--- src/rtl/wb_regfile_if.sv ---
// MEM/WB-to-writeback bundle: pipeline register outputs, ID read ports,
// forwarding taps, retire counter and write trace.
interface wb_regfile_if #(
  parameter int unsigned CNT_W = 32
);
  logic [31:0]      wb_ir;
  logic [4:0]       wb_a3;
  logic [31:0]      wb_ao;
  logic [31:0]      wb_dr;
  logic [31:0]      wb_pcp4;
  logic             wb_regwrite;
  logic             wb_memtoreg;
  logic             wb_link;
  logic             wb_away;
  logic [4:0]       rs_addr;
  logic [4:0]       rt_addr;
  logic [31:0]      rs_data;
  logic [31:0]      rt_data;
  logic [31:0]      wb_wd;
  logic             wb_we;
  logic [CNT_W-1:0] retire_cnt;
  logic             trace_valid;
  logic [31:0]      trace_pc;
  logic [4:0]       trace_a3;
  logic [31:0]      trace_wd;

  modport master (
    output wb_ir, wb_a3, wb_ao, wb_dr, wb_pcp4,
    output wb_regwrite, wb_memtoreg, wb_link, wb_away,
    output rs_addr, rt_addr,
    input  rs_data, rt_data, wb_wd, wb_we,
    input  retire_cnt, trace_valid, trace_pc, trace_a3, trace_wd
  );

  modport slave (
    input  wb_ir, wb_a3, wb_ao, wb_dr, wb_pcp4,
    input  wb_regwrite, wb_memtoreg, wb_link, wb_away,
    input  rs_addr, rt_addr,
    output rs_data, rt_data, wb_wd, wb_we,
    output retire_cnt, trace_valid, trace_pc, trace_a3, trace_wd
  );
endinterface

--- src/rtl/wb_regfile.sv ---
// Writeback stage: write-data select, 32x32 GPR file with same-cycle bypass
// to the ID read ports, retired-instruction counter and one-cycle-late write trace.
module wb_regfile #(
  parameter logic [31:0] PC_BASE = 32'h0000_3000,
  parameter int unsigned CNT_W   = 32
) (
  input logic         CLK,
  input logic         reset,
  wb_regfile_if.slave bus
);

  logic [31:0]      wd_s;
  logic             we_s;
  logic             retire_s;
  logic [31:0]      rs_data_s;
  logic [31:0]      rt_data_s;

  logic [31:0]      gpr_r [0:31];
  logic [CNT_W-1:0] retire_cnt_r;
  logic             trace_valid_r;
  logic [31:0]      trace_pc_r;
  logic [4:0]       trace_a3_r;
  logic [31:0]      trace_wd_r;

  // Write-data select (link beats memtoreg), effective write enable, retire qualifier
  always_comb begin
    wd_s = bus.wb_ao;
    if (bus.wb_link) begin
      wd_s = bus.wb_pcp4 + 32'd4;
    end else if (bus.wb_memtoreg) begin
      wd_s = bus.wb_dr;
    end else begin
      wd_s = bus.wb_ao;
    end
    we_s     = bus.wb_regwrite & ~bus.wb_away & (bus.wb_a3 != 5'd0);
    retire_s = ~bus.wb_away & (bus.wb_ir != 32'd0);
  end

  // Read port 1 with write-through bypass; $0 is hard zero
  always_comb begin
    rs_data_s = 32'd0;
    if (bus.rs_addr == 5'd0) begin
      rs_data_s = 32'd0;
    end else if (we_s && (bus.rs_addr == bus.wb_a3)) begin
      rs_data_s = wd_s;
    end else begin
      rs_data_s = gpr_r[bus.rs_addr];
    end
  end

  // Read port 2 with write-through bypass; $0 is hard zero
  always_comb begin
    rt_data_s = 32'd0;
    if (bus.rt_addr == 5'd0) begin
      rt_data_s = 32'd0;
    end else if (we_s && (bus.rt_addr == bus.wb_a3)) begin
      rt_data_s = wd_s;
    end else begin
      rt_data_s = gpr_r[bus.rt_addr];
    end
  end

  // GPR array; entry 0 is never written because we_s excludes a3==0
  always_ff @(posedge CLK) begin
    if (reset) begin
      for (int i = 0; i < 32; i++) begin
        gpr_r[i] <= 32'd0;
      end
    end else if (we_s) begin
      gpr_r[bus.wb_a3] <= wd_s;
    end
  end

  // Retired-instruction counter: bubbles (ir==0) and annulled instructions excluded
  always_ff @(posedge CLK) begin
    if (reset) begin
      retire_cnt_r <= {CNT_W{1'b0}};
    end else if (retire_s) begin
      retire_cnt_r <= retire_cnt_r + {{(CNT_W-1){1'b0}}, 1'b1};
    end
  end

  // Write trace: valid pulses for every GPR write, fields hold between writes
  always_ff @(posedge CLK) begin
    if (reset) begin
      trace_valid_r <= 1'b0;
      trace_pc_r    <= PC_BASE;
      trace_a3_r    <= 5'd0;
      trace_wd_r    <= 32'd0;
    end else begin
      trace_valid_r <= we_s;
      if (we_s) begin
        trace_pc_r <= bus.wb_pcp4 - 32'd4;
        trace_a3_r <= bus.wb_a3;
        trace_wd_r <= wd_s;
      end
    end
  end

  assign bus.wb_wd       = wd_s;
  assign bus.wb_we       = we_s;
  assign bus.rs_data     = rs_data_s;
  assign bus.rt_data     = rt_data_s;
  assign bus.retire_cnt  = retire_cnt_r;
  assign bus.trace_valid = trace_valid_r;
  assign bus.trace_pc    = trace_pc_r;
  assign bus.trace_a3    = trace_a3_r;
  assign bus.trace_wd    = trace_wd_r;

endmodule

--- src/flat_wrapper.sv ---
// flat-port wrapper written by rule: the top's interface ports become plain ports
module wb_regfile_flat 
#(
  parameter logic [31:0] PC_BASE = 32'h0000_3000,
  parameter int unsigned CNT_W   = 32
)
  (CLK, reset, bus_wb_ir, bus_wb_a3, bus_wb_ao, bus_wb_dr, bus_wb_pcp4, bus_wb_regwrite, bus_wb_memtoreg, bus_wb_link, bus_wb_away, bus_rs_addr, bus_rt_addr, bus_rs_data, bus_rt_data, bus_wb_wd, bus_wb_we, bus_retire_cnt, bus_trace_valid, bus_trace_pc, bus_trace_a3, bus_trace_wd);
  wb_regfile_if #(.CNT_W(CNT_W)) bus_i ();
  input logic CLK;
  input logic reset;
  input wire logic [$bits(bus_i.wb_ir)-1:0] bus_wb_ir;
  input wire logic [$bits(bus_i.wb_a3)-1:0] bus_wb_a3;
  input wire logic [$bits(bus_i.wb_ao)-1:0] bus_wb_ao;
  input wire logic [$bits(bus_i.wb_dr)-1:0] bus_wb_dr;
  input wire logic [$bits(bus_i.wb_pcp4)-1:0] bus_wb_pcp4;
  input wire logic [$bits(bus_i.wb_regwrite)-1:0] bus_wb_regwrite;
  input wire logic [$bits(bus_i.wb_memtoreg)-1:0] bus_wb_memtoreg;
  input wire logic [$bits(bus_i.wb_link)-1:0] bus_wb_link;
  input wire logic [$bits(bus_i.wb_away)-1:0] bus_wb_away;
  input wire logic [$bits(bus_i.rs_addr)-1:0] bus_rs_addr;
  input wire logic [$bits(bus_i.rt_addr)-1:0] bus_rt_addr;
  output wire logic [$bits(bus_i.rs_data)-1:0] bus_rs_data;
  output wire logic [$bits(bus_i.rt_data)-1:0] bus_rt_data;
  output wire logic [$bits(bus_i.wb_wd)-1:0] bus_wb_wd;
  output wire logic [$bits(bus_i.wb_we)-1:0] bus_wb_we;
  output wire logic [$bits(bus_i.retire_cnt)-1:0] bus_retire_cnt;
  output wire logic [$bits(bus_i.trace_valid)-1:0] bus_trace_valid;
  output wire logic [$bits(bus_i.trace_pc)-1:0] bus_trace_pc;
  output wire logic [$bits(bus_i.trace_a3)-1:0] bus_trace_a3;
  output wire logic [$bits(bus_i.trace_wd)-1:0] bus_trace_wd;
  assign bus_i.wb_ir = bus_wb_ir;
  assign bus_i.wb_a3 = bus_wb_a3;
  assign bus_i.wb_ao = bus_wb_ao;
  assign bus_i.wb_dr = bus_wb_dr;
  assign bus_i.wb_pcp4 = bus_wb_pcp4;
  assign bus_i.wb_regwrite = bus_wb_regwrite;
  assign bus_i.wb_memtoreg = bus_wb_memtoreg;
  assign bus_i.wb_link = bus_wb_link;
  assign bus_i.wb_away = bus_wb_away;
  assign bus_i.rs_addr = bus_rs_addr;
  assign bus_i.rt_addr = bus_rt_addr;
  assign bus_rs_data = bus_i.rs_data;
  assign bus_rt_data = bus_i.rt_data;
  assign bus_wb_wd = bus_i.wb_wd;
  assign bus_wb_we = bus_i.wb_we;
  assign bus_retire_cnt = bus_i.retire_cnt;
  assign bus_trace_valid = bus_i.trace_valid;
  assign bus_trace_pc = bus_i.trace_pc;
  assign bus_trace_a3 = bus_i.trace_a3;
  assign bus_trace_wd = bus_i.trace_wd;
  wb_regfile #(.PC_BASE(PC_BASE), .CNT_W(CNT_W)) u_core (.CLK(CLK), .reset(reset), .bus(bus_i));
endmodule
--- config.mk ---
export PLATFORM = sky130hd
export DESIGN_NAME = wb_regfile_flat
export DESIGN_NICKNAME = d
export VERILOG_FILES = /design/src/rtl/wb_regfile_if.sv /design/src/rtl/wb_regfile.sv /design/src/flat_wrapper.sv
export SDC_FILE = /design/constraint.sdc
export NUM_CORES = 2
export LEC_CHECK = 0
export ABC_CLOCK_PERIOD_IN_PS = 6000
export CORE_MARGIN = 10
export CORE_UTILIZATION = 60
export CTS_BUF_LIST = sky130_fd_sc_hd__clkbuf_8
export CTS_CLUSTER_SIZE = 8
export DETAILED_ROUTE_END_ITERATION = 6
export MAX_ROUTING_LAYER = met4
export PLACE_DENSITY_LB_ADDON = 0.15
export REMOVE_ABC_BUFFERS = 1
export SLEW_MARGIN = 15
export SYNTH_ARGS = -nofsm -noshare
export SYNTH_HDL_FRONTEND = slang
export SYNTH_SLANG_ARGS = --single-unit
--- constraint.sdc ---
create_clock -name CLK -period 6 [get_ports CLK]
set_clock_uncertainty 0.15 [all_clocks]
set_input_delay 1.8 -clock CLK [delete_from_list [all_inputs] [get_ports CLK]]
set_output_delay 1.8 -clock CLK [all_outputs]
set_load 0.005 [all_outputs]
==> impl_metrics.toml <==
[critical_path]
slowest_stage = "or4_4"
cp.arrival_ns = 4.14
cp_num_cells = 12
worst_setup_path_start_kind = "primary input"
worst_ep_required_time_ns = 4.05
critical_path_buf_inv_count = 6
endpoint_kind = "primary output"
r2r_cells = 6
worst_path_dominant_cell_family = "simple AND/OR/NAND/NOR gates"
max_stage_delay_ns = 0.61
crit_chain = "buf_6 > or4_4 > o21ai_4 > inv_2 > buf_6 > and4_4 > buf_12 > buf_12 > a221o_1 > a221oi_2 > a211oi_1 > buf_2"
path_class = "in2out"
crit_fanout = 7

[yosys]
synth.avg_cell_area_sq_um = 13.1
ys_seq_area_share_pct = 55.9
synth_top_area_cell = "edfxtp_1"
yosysWarnings = 0
synth.top_cell.area_share_pct = 52.4
synth_flop_cell = "edfxtp_1"
ys_types = 75
synth.area.top_cells = "edfxtp_1 52%, mux4_2 19%, nor2_1 7.5%"
synth_enable_flop_cells = 1024
synth-seq-cells = 1126
synth_area_sq_um = 58700
synth-async-reset-ratio_pct = 0
synth_cells = 4497

[cts]
clockBufferDepth = 3
root_buffer = "clkbuf_8"
clkLatencyLatePin_ns = 0.88
cts_tree = "built"
numClockSinks = 1126
htree_levels = 4
cts.reportedPaths.clkPinSlew_ns = 0.06
cts_made_buffers = 184

[finish]
drive_gt1_share_pct = 32.4
mostFrequentLayoutCell = "nor2_1"
area_growth_pct = 26.1
fin_nets = 5510
design_area_sq_um = 74000
final_cell_mix = "1166 x nor2_1, 1024 x edfxtp_1, 609 x buf_4"

[floorplanning]
ioPinCount = 348
die_area_sq_um = 111000
dieWidth_microns = 333
rows = 114
core_sq_um = 96900
start_util_pct = 60.6
die_y_microns = 333

[routing]
route.antenna.remaining_nets = 0
viasPerCell = 7.02
routedWlPerCell_microns = 33.4
drc = 1
first_pass_iters = 7
drt_iter0_drc = 8318
num_vias = 47600
totalWireLength_mm = 227

[timing]
worst_pin_slew_ns = 0.972
post-route-period-util_pct = 102
slew_headroom_pct = 35.0
setup_tns_ns = -0.522
rsz0062_at_grt = "yes"
timing.fmax_mhz = 164
hold_viol_final = 0
setup_violations = 14
fin_crit_ns = 6.09
fin_ws_ns = -0.0917
slew_viol_final = 0

[place]
pre_cts_ws_ns = -1.19
portBuffers = 347
place_area_sq_um = 68400
place_hpwl_mm = 150
place_congestion = 0.965

[global_routing]
antenna_found_initial = 9
overflow = 0
grtUsageTotal_pct = 41.1
grt_max_degree = 69
grt_pass1_wl_mm = 320
grt_pass1_vias = 47100

[status]
status = "complete, but fails checks"
violations = "DRC, setup timing"

[flow_run]
maxCapViolations = 0

[power_and_ir_drop]
power.density_nw_per_um2 = 255
peakVddDrop_uv = 228
p_leak_nw = 27.5

[hold_path]
min_path_type = "reg2reg"
holdPathStages = 2
## final timing paths
kind         slack, ns                        end                startpoint
min               0.30     u_core.bus.trace_a3[1]    u_core.bus.trace_a3[1]
max reg2reg       3.61  u_core.bus.retire_cnt[24]  u_core.bus.retire_cnt[6]
min reg2reg       0.30     u_core.bus.trace_a3[1]    u_core.bus.trace_a3[1]
max              -0.09            bus_rt_data[13]              bus_wb_a3[3]
## metrics by stage
stage / utilization, % / instances / total power [mW] / hold WS [ns]
global route: 76.4 / 6780 / 19.3 / 0.330
CTS: 75.7 / 6742 / 18.6 / 0.308
global placement: 70.6 / 6358 / 12.4 / 0.292
detailed placement: 70.6 / 6358 / 12.5 / 0.299
finish: 76.4 / 6781 / 18.8 / 0.305
floorplan: - / 4065 / 10.5 / 0.297
## what timing repair did
action	4_1_cts	5_1_grt
pin swaps	47	37
endpoints found under the hold margin	0	0
setup endpoints to repair	89	71
cloned	13	0
hold buffers	0	0
buffers inserted	52	32
resized for setup	386	140
## sequential cells by signal, indices dropped and copies added (netlist names)
name                    cells
u_core.bus.trace_wd        32
u_core.bus.trace_pc        32
u_core.bus.trace_valid      1
u_core.bus.retire_cnt      32
u_core.gpr_r             1024
u_core.bus.trace_a3         5
## metal layers
layer	vias up	routed length, microns	global-route usage (%)
li1	18700	-	-
met1	23100	71900	48.6
met2	4710	98600	58.7
met3	1019	42000	19.0
met4	0	14200	21.8
met5	-	0	-
## layout make-up
cell class | instances | area [sq um]
diodes | 10 | 25.0
clock inverters | 131 | 624
clock buffers | 192 | 2640
multi-input cells | 2883 | 25300
inverters | 56 | 213
flip-flops and latches | 1126 | 32800
fillers | 5955 | 22900
well taps | 1276 | 1600
repair buffers | 1107 | 10800
## worst min-delay path, delay by kind of cell (launching register included)
family,cells,cell delay [ns]
simple gates,1,0.05
compound gates,1,0.05
flops,1,0.31
## power by group
part | switching (mW) | internal (mW) | leakage (nW)
combinational | 1.87 | 1.56 | 15.0
sequential | 0.223 | 8.96 | 10.6
clock | 3.16 | 3.07 | 1.94
## kinds of logic (layout without fill, tap and decap cells)
kind of cell | after synthesis | after routing | share of synthesized area, %
fa+ha+maj | 3 | 3 | 0.0640
other cells | 1 | 42 | 0.00639
buf+inv | 519 | 1486 | 3.67
flops | 1126 | 1126 | 55.9
simple gates | 1678 | 1678 | 12.2
compound gates | 428 | 428 | 5.09
xor+xnor | 73 | 73 | 1.09
mux | 669 | 669 | 22.0
## Yosys cell counts (all sizes together) (6+ instances only)
master / number
a2111oi: 17
a211oi: 100
a21oi: 94
a221o: 6
a221oi: 19
a22oi: 58
a311oi: 6
a31o: 10
a31oi: 13
a32oi: 12
and2: 7
and3: 26
and4: 13
buf: 159
clkbuf: 304
dfxtp: 102
edfxtp: 1024
inv: 55
mux2: 14
mux2i: 161
mux4: 494
nand2: 155
nand2b: 49
nand3: 57
nand3b: 8
nand4: 40
nor2: 1171
nor2b: 47
nor3: 44
nor4: 27
o21ai: 41
o22ai: 15
o31ai: 12
or2: 7
or3: 11
or4: 9
xnor2: 34
xor2: 39
Note: power is estimated with default switching activity, not from simulation.
